## src/rtl/alu_seq_pkg.sv

```systemverilog
// ============================================================================
// Module   : alu_seq_pkg
// Brief    : State encoding, instruction field positions and ALU select codes
//            shared by the ALU sequencer slice.
// Revision : 1.0  initial release
// ============================================================================
`default_nettype none

package alu_seq_pkg;

  // Sequencer control states
  typedef enum logic [1:0] {
    IDLE = 2'd0,
    EXEC = 2'd1,
    RESP = 2'd2
  } state_t;

  // Instruction field positions (10-bit word)
  localparam int LD_BIT  = 9;
  localparam int S_HI    = 8;
  localparam int S_LO    = 6;
  localparam int CIN_BIT = 5;
  localparam int RD_HI   = 4;
  localparam int RD_LO   = 3;
  localparam int RB_HI   = 1;
  localparam int RB_LO   = 0;
  localparam int IMM_HI  = 8;
  localparam int IMM_LO  = 5;

  // ALU select codes, bit order {s0,s1,s2,cin}
  localparam logic [3:0] ADD = 4'b1000;
  localparam logic [3:0] SUB = 4'b0101;
  localparam logic [3:0] AND = 4'b0010;
  localparam logic [3:0] XOR = 4'b1010;
  localparam logic [3:0] SET = 4'b1011;

endpackage

`default_nettype wire

```

## src/rtl/alu_seq_if.sv

```systemverilog
// ============================================================================
// Module   : alu_seq_if
// Brief    : Instruction, ALU and result channels of the ALU sequencer.
//            master = sequencer side, slave = environment (issuer, ALU,
//            result consumer).
//            Optional: ALU_SEQ_FLAGS_EN adds the flag_z signal.
// Revision : 1.0  initial release
// ============================================================================
`default_nettype none

interface alu_seq_if;
  logic       instr_valid;
  logic       instr_ready;
  logic [9:0] instr;
  logic [3:0] alu_a;
  logic [3:0] alu_b;
  logic [0:2] alu_s;
  logic       alu_cin;
  logic [3:0] alu_f;
  logic       result_valid;
  logic       result_ready;
  logic [3:0] result;
`ifdef ALU_SEQ_FLAGS_EN
  logic       flag_z;
`endif

  modport master (
`ifdef ALU_SEQ_FLAGS_EN
    output flag_z,
`endif
    input  instr_valid, instr, alu_f, result_ready,
    output instr_ready, alu_a, alu_b, alu_s, alu_cin, result_valid, result
  );

  modport slave (
`ifdef ALU_SEQ_FLAGS_EN
    input  flag_z,
`endif
    output instr_valid, instr, alu_f, result_ready,
    input  instr_ready, alu_a, alu_b, alu_s, alu_cin, result_valid, result
  );
endinterface

`default_nettype wire

```

## src/rtl/alu_seq_regfile.sv

```systemverilog
// ============================================================================
// Module   : alu_seq_regfile
// Brief    : NREG x W register file, two combinational read ports, one
//            synchronous write port, asynchronous active-low clear.
// Revision : 1.0  initial release
// ============================================================================
`default_nettype none

module alu_seq_regfile #(
  parameter int NREG = 4,
  parameter int W    = 4
) (
  input  logic                    clk,
  input  logic                    rst_n,
  input  logic                    we,
  input  logic [$clog2(NREG)-1:0] waddr,
  input  logic [W-1:0]            wdata,
  input  logic [$clog2(NREG)-1:0] raddr_a,
  input  logic [$clog2(NREG)-1:0] raddr_b,
  output logic [W-1:0]            rdata_a,
  output logic [W-1:0]            rdata_b
);
  localparam int AW = $clog2(NREG);

  logic [W-1:0] w_regs [NREG];

  generate
    for (genvar i = 0; i < NREG; i++) begin : g_reg
      logic [W-1:0] r_q;
      // One storage word, written when addressed
      always_ff @(posedge clk or negedge rst_n) begin
        if (!rst_n)
          r_q <= '0;
        else if (we && (waddr == AW'(i)))
          r_q <= wdata;
      end
      assign w_regs[i] = r_q;
    end
  endgenerate

  assign rdata_a = w_regs[raddr_a];
  assign rdata_b = w_regs[raddr_b];

endmodule

`default_nettype wire

```

## src/rtl/alu_sequencer.sv

```systemverilog
// ============================================================================
// Module   : alu_sequencer
// Brief    : Multi-cycle issuing controller for the external 4-bit ALU.
//            Accepts load / ALU-op instructions, drives the ALU for one EXEC
//            cycle, writes the result back and returns it over a handshake.
//            Optional: define ALU_SEQ_FLAGS_EN to add the flag_z output.
// Revision : 1.0  initial release
// ============================================================================
`default_nettype none

module alu_sequencer
  import alu_seq_pkg::*;
#(
  parameter int NREG = 4,
  parameter int W    = 4
) (
  input  logic      clk,
  input  logic      rst_n,
  alu_seq_if.master bus
);
  localparam int AW = $clog2(NREG);

  state_t         r_state;
  logic           r_instr_ready;
  logic           r_result_valid;
  logic [W-1:0]   r_result;
  logic [AW-1:0]  r_rd;
  logic [W-1:0]   r_alu_a;
  logic [W-1:0]   r_alu_b;
  logic [0:2]     r_alu_s;
  logic           r_alu_cin;

  logic           w_accept;
  logic           w_is_ld;
  logic           w_we;
  logic [AW-1:0]  w_waddr;
  logic [W-1:0]   w_wdata;
  logic [W-1:0]   w_rdata_a;
  logic [W-1:0]   w_rdata_b;
  logic           w_unused;

  // Reserved instruction bit has no function
  assign w_unused = bus.instr[2];

  assign w_accept = bus.instr_valid && r_instr_ready;
  assign w_is_ld  = bus.instr[LD_BIT];

  // Loads write at the accept edge, ALU ops at the end of EXEC
  assign w_we    = (w_accept && w_is_ld) || (r_state == EXEC);
  assign w_waddr = (r_state == EXEC) ? r_rd : bus.instr[RD_HI:RD_LO];
  assign w_wdata = (r_state == EXEC) ? bus.alu_f : bus.instr[IMM_HI:IMM_LO];

  // Operands are read from the incoming word; no write can land between
  // the accept edge and EXEC, so registering them here is equivalent.
  alu_seq_regfile #(
    .NREG (NREG),
    .W    (W)
  ) u_regfile (
    .clk     (clk),
    .rst_n   (rst_n),
    .we      (w_we),
    .waddr   (w_waddr),
    .wdata   (w_wdata),
    .raddr_a (bus.instr[RD_HI:RD_LO]),
    .raddr_b (bus.instr[RB_HI:RB_LO]),
    .rdata_a (w_rdata_a),
    .rdata_b (w_rdata_b)
  );

  // Control FSM with registered handshake and ALU drive outputs
  always_ff @(posedge clk or negedge rst_n) begin
    if (!rst_n) begin
      r_state        <= IDLE;
      r_instr_ready  <= 1'b1;
      r_result_valid <= 1'b0;
      r_result       <= '0;
      r_rd           <= '0;
      r_alu_a        <= '0;
      r_alu_b        <= '0;
      r_alu_s        <= '0;
      r_alu_cin      <= 1'b0;
    end else begin
      case (r_state)
        IDLE: begin
          if (w_accept) begin
            r_instr_ready <= 1'b0;
            r_rd          <= bus.instr[RD_HI:RD_LO];
            if (w_is_ld) begin
              r_result       <= bus.instr[IMM_HI:IMM_LO];
              r_result_valid <= 1'b1;
              r_state        <= RESP;
            end else begin
              r_alu_a   <= w_rdata_a;
              r_alu_b   <= w_rdata_b;
              r_alu_s   <= bus.instr[S_HI:S_LO];
              r_alu_cin <= bus.instr[CIN_BIT];
              r_state   <= EXEC;
            end
          end
        end
        EXEC: begin
          r_result       <= bus.alu_f;
          r_result_valid <= 1'b1;
          r_alu_a        <= '0;
          r_alu_b        <= '0;
          r_alu_s        <= '0;
          r_alu_cin      <= 1'b0;
          r_state        <= RESP;
        end
        RESP: begin
          if (bus.result_ready) begin
            r_result_valid <= 1'b0;
            r_instr_ready  <= 1'b1;
            r_state        <= IDLE;
          end
        end
        default: begin
          r_state <= IDLE;
        end
      endcase
    end
  end

`ifdef ALU_SEQ_FLAGS_EN
  logic r_flag_z;

  // Zero flag tracks the most recent write-back (loads included)
  always_ff @(posedge clk or negedge rst_n) begin
    if (!rst_n)
      r_flag_z <= 1'b0;
    else if (w_we)
      r_flag_z <= (w_wdata == '0);
  end

  assign bus.flag_z = r_flag_z;
`endif

  assign bus.instr_ready  = r_instr_ready;
  assign bus.result_valid = r_result_valid;
  assign bus.result       = r_result;
  assign bus.alu_a        = r_alu_a;
  assign bus.alu_b        = r_alu_b;
  assign bus.alu_s        = r_alu_s;
  assign bus.alu_cin      = r_alu_cin;

endmodule

`default_nettype wire

```

## src/flat_wrapper.sv

```systemverilog
// flat-port wrapper written by rule: the top's interface ports become plain ports
module alu_sequencer_flat import alu_seq_pkg::*;
#(
  parameter int NREG = 4,
  parameter int W    = 4
)
  (clk, rst_n, bus_instr_valid, bus_instr, bus_alu_f, bus_result_ready, bus_instr_ready, bus_alu_a, bus_alu_b, bus_alu_s, bus_alu_cin, bus_result_valid, bus_result);
  alu_seq_if bus_i ();
  input  logic clk;
  input  logic rst_n;
  input wire logic [$bits(bus_i.instr_valid)-1:0] bus_instr_valid;
  input wire logic [$bits(bus_i.instr)-1:0] bus_instr;
  input wire logic [$bits(bus_i.alu_f)-1:0] bus_alu_f;
  input wire logic [$bits(bus_i.result_ready)-1:0] bus_result_ready;
  output wire logic [$bits(bus_i.instr_ready)-1:0] bus_instr_ready;
  output wire logic [$bits(bus_i.alu_a)-1:0] bus_alu_a;
  output wire logic [$bits(bus_i.alu_b)-1:0] bus_alu_b;
  output wire logic [$bits(bus_i.alu_s)-1:0] bus_alu_s;
  output wire logic [$bits(bus_i.alu_cin)-1:0] bus_alu_cin;
  output wire logic [$bits(bus_i.result_valid)-1:0] bus_result_valid;
  output wire logic [$bits(bus_i.result)-1:0] bus_result;
  assign bus_i.instr_valid = bus_instr_valid;
  assign bus_i.instr = bus_instr;
  assign bus_i.alu_f = bus_alu_f;
  assign bus_i.result_ready = bus_result_ready;
  assign bus_instr_ready = bus_i.instr_ready;
  assign bus_alu_a = bus_i.alu_a;
  assign bus_alu_b = bus_i.alu_b;
  assign bus_alu_s = bus_i.alu_s;
  assign bus_alu_cin = bus_i.alu_cin;
  assign bus_result_valid = bus_i.result_valid;
  assign bus_result = bus_i.result;
  alu_sequencer #(.NREG(NREG), .W(W)) u_core (.clk(clk), .rst_n(rst_n), .bus(bus_i));
endmodule
```

## config.mk

```make
export PLATFORM = sky130hd
export DESIGN_NAME = alu_sequencer_flat
export DESIGN_NICKNAME = d
export VERILOG_FILES = /design/src/rtl/alu_seq_pkg.sv /design/src/rtl/alu_seq_if.sv /design/src/rtl/alu_seq_regfile.sv /design/src/rtl/alu_sequencer.sv /design/src/flat_wrapper.sv
export SDC_FILE = /design/constraint.sdc
export NUM_CORES = 1
export LEC_CHECK = 0
export ABC_AREA = 1
export BUFFER_PORTS_ARGS = -buffer_cell sky130_fd_sc_hd__buf_2
export CAP_MARGIN = 20
export CORE_AREA = 3 3 89 49
export DETAILED_ROUTE_END_ITERATION = 8
export DIE_AREA = 0 0 92 52
export PLACE_DENSITY_LB_ADDON = 0.25
export SYNTH_ARGS = -nofsm -noshare
export SYNTH_HDL_FRONTEND = slang
export SYNTH_SLANG_ARGS = --single-unit
```

## constraint.sdc

```tcl
create_clock -name clk -period 1.7 [get_ports clk]
set_input_delay 0.255 -clock clk [delete_from_list [all_inputs] [get_ports clk]]
set_output_delay 0.255 -clock clk [all_outputs]
set_load 0.02 [all_outputs]
```

# Word-level counts from Yosys, hierarchy flattened
# Index checks and enable logic that the tools add are counted.
dict set report op_classes {
  n_lt_le_gt_ge 2
  shift 0
  eq_ne 9
  n_addsub 0
  n_mux 34
  n_mul 0
  bitwise 2
  n_reduce_logical 18
  div_mod_pow 0
}
# cell n
set op_table {}
lappend op_table {{two-way mux 4 bit} 11}
lappend op_table {{one-hot mux 4 bit (2 select lines)} 3}
lappend op_table {{binary-select mux 4 bit (select 2 bit)} 2}
lappend op_table {{AND reduction 3 bit} 3}
lappend op_table {{two-way mux 2 bit} 4}
lappend op_table {{two-way mux 1 bit} 7}
lappend op_table {{== test 2 bit (second input constant)} 3}
lappend op_table {{greater-or-equal comparator 3 bit (second input constant)} 2}
lappend op_table {{logical AND 1 bit} 6}
lappend op_table {{two-way mux 3 bit} 2}
lappend op_table {{!= test 2 bit (second input constant)} 3}
lappend op_table {{inverter 2 -> 3 bit} 2}
lappend op_table {{one-hot mux 2 bit (3 select lines)} 1}
lappend op_table {{one-hot mux 3 bit (2 select lines)} 1}
lappend op_table {{== test 2 x 1 -> 1 bit (second input constant)} 2}
lappend op_table {{logical NOT 2 bit} 2}
lappend op_table {{one-hot mux 1 bit (2 select lines)} 2}
lappend op_table {{AND reduction 2 bit} 2}
lappend op_table {{AND reduction 4 bit} 1}
lappend op_table {{nonzero test 2 bit} 2}
lappend op_table {{one-hot mux 1 bit (3 select lines)} 1}
lappend op_table {{nonzero test 3 bit} 1}
lappend op_table {{!= test 2 x 1 -> 1 bit (second input constant)} 1}
lappend op_table {{logical OR 1 bit} 1}
dict set report totals {
  wordCells 78
  latchBits 0
  register_bits 38
  input_bits 18
  n_memories 0
  mem_bits_rw 0
  mem_bits_ro 0
  out_inout_bits 18
}

# Depth between registers and ports, before layout
dict set report logic_depth {
  word_depth 7
  mapped_depth 8
}

# Modules after synthesis
# Synthesis repeated with hierarchy kept, for this count alone.
dict set report unflattened {
  cells_unflattened 269
  area_unflattened_um2 2060.7
}
# mod area_per_inst_um2 n_inst cells_each
set modules_own_cells {}
lappend modules_own_cells {alu_sequencer 1057.3 1 119}
lappend modules_own_cells {alu_seq_regfile 1003.5 1 150}

# Worst setup path before layout
# Ideal clock, no wire load.
dict set report synth_path {
  path_kind {register to register}
  start {reg u_core.r_instr_ready (netlist: u_core.bus.instr_ready)}
  end {reg u_core.r_alu_a[0] (netlist: u_core.bus.alu_a[0])}
  n_path_buf 1
  t_required_ns 1.583
  path_stages_with_launch 9
  slack_ns 0.361
  synth_period_minus_slack_ns 1.339
  t_arrival_ns 1.222
  path_cell_list {dfstp_2 > nand2_1 > inv_2 > nand3_1 > nand2_2 > inv_2 > buf_6 > nand2_1 > nand2_1}
}
dict set report synth_between {
  elab_chain_cells 3
}
# item line_no
set synth_rtl {}
lappend synth_rtl {{start: declaration} alu_sequencer.sv:24} ;# logic r_instr_ready;
lappend synth_rtl {{start signal: assignment} alu_sequencer.sv:74} ;# r_instr_ready <= 1'b1;
lappend synth_rtl {{start signal: assignment} alu_sequencer.sv:86} ;# r_instr_ready <= 1'b0;
lappend synth_rtl {{start signal: assignment} alu_sequencer.sv:113} ;# r_instr_ready <= 1'b1;
lappend synth_rtl {{logical AND 1 bit} alu_sequencer.sv:45} ;# assign w_accept = bus.instr_valid && r_instr_ready;
lappend synth_rtl {{!= test 2 x 1 -> 1 bit (no source line)} n/a}
lappend synth_rtl {{AND reduction 3 bit (no source line)} n/a}
lappend synth_rtl {{end signal: assignment} alu_sequencer.sv:93} ;# r_alu_a <= w_rdata_a;
lappend synth_rtl {{end: declaration} alu_sequencer.sv:28} ;# logic [W-1:0] r_alu_a;
# Every way passes these cells.
# A chain may end at the register's enable or synchronous reset.

# Worst setup path in the final report
dict set report layout_path {
  start {reg u_core.r_state[1]}
  end {reg u_core.u_regfile.g_reg[3].r_q[0]}
}
dict set report layout_between {
  elab_chain_cells 4
  elab_cells_between_ends 6
  cone_classes {eq/ne (2); mux (2); reduce/logical (2)}
}
# item line_no
set layout_rtl {}
lappend layout_rtl {{start: declaration} alu_sequencer.sv:23} ;# state_t r_state;
lappend layout_rtl {{start signal: assignment} alu_sequencer.sv:73} ;# r_state <= IDLE;
lappend layout_rtl {{start signal: assignment} alu_sequencer.sv:91} ;# r_state <= RESP;
lappend layout_rtl {{start signal: assignment} alu_sequencer.sv:97} ;# r_state <= EXEC;
lappend layout_rtl {{== test 2 x 1 -> 1 bit *} {alu_sequencer.sv:49, alu_sequencer.sv:50, alu_sequencer.sv:51}}
lappend layout_rtl {{two-way mux 2 bit} alu_sequencer.sv:50} ;# assign w_waddr = (r_state == EXEC) ? r_rd : bus.instr[RD_HI:RD_LO];
lappend layout_rtl {{== test 2 bit} alu_seq_regfile.sv:34} ;# else if (we && (waddr == AW'(i)))
lappend layout_rtl {{logical AND 1 bit} alu_seq_regfile.sv:34}
lappend layout_rtl {{end signal: assignment} alu_seq_regfile.sv:35} ;# r_q <= wdata;
lappend layout_rtl {{end: declaration} alu_seq_regfile.sv:29} ;# logic [W-1:0] r_q;
# Every way passes the cells marked *; elsewhere a longest branch is shown, timed or not.

==> impl_metrics.json <==
{
  "multi_input_gate_area_um2": 888,
  "post_synthesis_sequential_area_ratio_pct": 48.1,
  "io_pins": 36,
  "power_density_of_the_placed_cells_nw_per_um2": 1670,
  "synth.lib_cells_used.distinct": 21,
  "report.final.setup_viol": 0,
  "worst-slew-pin-transition_ns": 0.482,
  "top_ff_cell_synth": "dfrtp_1",
  "grt_antenna_before_repair": 0,
  "number_of_failing_hold_endpoints_at_the_final_stage": 0,
  "pre_cts_ws_ns": 0.262,
  "start_kind": "flop",
  "clockRootBuffer": "clkbuf_8",
  "post_route_clock_skew_ns": 0.00502,
  "place.gp.congestion": 0.853,
  "timing.max_cap.violations": 0,
  "crit_arrival_ns": 1.65,
  "critPathMaxFanout": 20,
  "overflow": 0,
  "buffers_added_on_ports": 34,
  "timing_worst_setup_path_type": "reg2reg",
  "diodes": 0,
  "drive_gt1_share_pct": 25.3,
  "initial_core_util_pct": 53.2,
  "maximum_number_of_pins_on_one_net_before_global_route_repair": 39,
  "die_y_um": 52,
  "ys_async_sr_fraction_pct": 100,
  "synthTopCellsByCount": "78 x nand2_1, 37 x dfrtp_1, 21 x o21ai_0, 17 x nand3_1",
  "yosys_warnings": 0,
  "place_area_um2": 2190,
  "post_route_core_utilization_pct": 61.3,
  "outcome": "complete, no violations",
  "clock_path_buffers": 2,
  "slew_headroom_pct": 67.9,
  "fp.coreArea_um2": 3720,
  "drcViolationCount": 0,
  "cts_inserted_buffers": 5,
  "reg2reg_slack_ns": 0.23,
  "routed_wirelength_um": 4610,
  "synth_top_area_share_pct": 46.7,
  "min_period_ns": 1.47,
  "grt_usage_pct": 21.3,
  "seqCellArea_um2": 952,
  "setup.worst_path.end_class": "flop",
  "die_w_um": 92,
  "synth_cells": 236,
  "clk-insertion-delay-late_ns": 0.29,
  "tritoncts_num_sinks": 38,
  "yosys.area.top_type": "dfrtp_1",
  "first_global_vias": 1546,
  "min_period_over_period_pct": 86.3,
  "synth_edf_count": 0,
  "total_power_w": 0.00381,
  "detailedPlacementHpwl_um": 3380,
  "tritoncts": "done",
  "timing_max_transition_violations_final": 0,
  "detail_route.iter0.violations": 126,
  "yosys-top-cells-area": "dfrtp_1 47%, nand2_1 15%, o21ai_0 5.3%",
  "static-leakage-power_nw": 1.19,
  "timing.critical_path.required_ns": 1.89,
  "drtAntennaViolNets": 0,
  "design.final.nets": 290,
  "setup-tns-final_ns": 0,
  "num_rows": 16,
  "cts_setup_buffers": 0,
  "final_cell_area_um2": 2280,
  "yosysMostFrequentCell": "nand2_1",
  "dr.pass1.iters": 4,
  "clk_pin_slew_worst_paths_ns": 0.07,
  "setup_slack_ns": 0.233,
  "fp.dieArea_um2": 4780,
  "max_freq_mhz": 682,
  "post_synth_instance_area_um2": 1980,
  "postSynthRegisterBits": 38,
  "cts_htree_levels": 2,
  "hold_buffers": 0,
  "ir_worst_vdd_v": 0.000857,
  "post_drt_wl_per_cell_um": 14.1,
  "synth_nets": 254,
  "post_cts.resized_instances": 0,
  "post_drt_via_cell_ratio": 5.23,
  "synthesized_area_per_cell_um2": 8.39,
  "hp-class": "in2async",
  "layout-area-overhead-vs-synth_pct": 15.3,
  "first_pass_grt_wire_length_um": 7630,
  "setup_repair_after_global_routing_missed_its_margin": "false",
  "fill_cells": 356,
  "num_vias": 1709
}
-- worst paths after layout --
path / start / endpoint / cells after the start
min in group clk: bus_result_ready / u_core.r_state[1]$_DFFE_PN0P_ / 2
max reg2reg: u_core.r_state[1]$_DFFE_PN0P_ / u_core.u_regfile.g_reg[3].r_q[0]$_DFFE_PN0P_ / 7
max: u_core.r_state[1]$_DFFE_PN0P_ / u_core.u_regfile.g_reg[3].r_q[0]$_DFFE_PN0P_ / 7
max in group asynchronous: rst_n / u_core.bus.instr_ready$_DFFE_PN1P_ / 2
min reg2reg: u_core.bus.result[1]$_DFFE_PN0P_ / u_core.bus.result[1]$_DFFE_PN0P_ / 2
min: rst_n / u_core.bus.alu_a[3]$_DFFE_PN0P_ / 2
-- where the power goes --
group          internal, W  switching [W]  total, W
clock             0.000327       0.000312  0.000640
sequential         0.00132       0.000262   0.00159
combinational     0.000522        0.00106   0.00158
total              0.00217        0.00164   0.00381
-- sequential cells by signal, summed over array words and instances, names as in the netlist --
| register | flops |
|---|---|
| u_core.u_regfile.g.r_q | 16 |
| u_core.bus.alu_a | 4 |
| u_core.bus.alu_b | 4 |
| u_core.bus.result | 4 |
| u_core.bus.alu_s | 3 |
| u_core.r_rd | 2 |
| u_core.r_state | 2 |
| u_core.bus.alu_cin | 1 |
| u_core.bus.instr_ready | 1 |
| u_core.bus.result_valid | 1 |
-- worst max-delay path: stages, from the launching register on --
cell,delay [ns]
dfrtp_1,0.40
inv_2,0.10
nand2_2,0.18
o21ai_1,0.23
buf_12,0.21
nand3_4,0.10
nand2_1,0.09
nand2_1,0.05
-- cell type report --
class	count	share of cell area (%)
Timing Repair Buffer	38	9.32
Multi-Input combinational cell	170	38.9
Inverter	19	3.12
Tap cell	54	2.96
Sequential cell	38	41.7
Clock buffer	7	3.78
Clock inverter	1	0.219
-- metrics by stage --
step           hold WS (ns)  std cells
5_1_grt              0.0331        327
3_3_place_gp          0.332        319
3_5_place_dp          0.331        319
4_1_cts              0.0152        327
2_1_floorplan       -0.0406        236
6_report            0.00277        327
-- layer usage --
| metal | up-vias | routed length (um) | track usage, % |
|---|---|---|---|
| met5 | - | 0 | 0 |
| met4 | 0 | 41 | 5.91 |
| met1 | 776 | 2380 | 32.7 |
| met2 | 62 | 1830 | 29.7 |
| met3 | 6 | 353 | 4.77 |
| li1 | 865 | - | - |
-- kinds of logic (layout without fill, tap and decap cells) --
logic type,Yosys count,in the layout,synth area share (%)
AO/OA/AOI/OAI,41,41,10.9
AND/OR/NAND/NOR,129,129,34.0
buffers and inverters,28,65,7.07
flip-flops,38,38,48.1
-- cell usage in the layout, fill, tap and decap left out, types with 6 or more instances in the layout --
cell type / Yosys / layout
nand2_2: 6 / 6
inv_1: 16 / 16
a21oi_1: 16 / 16
nand4_1: 16 / 16
nand3_1: 17 / 17
dfrtp_1: 37 / 37
o21ai_0: 21 / 21
nand2_1: 78 / 78
buf_2: 4 / 34
clkbuf_8: 0 / 6
No activity file was read; power rests on OpenSTA's default activity.
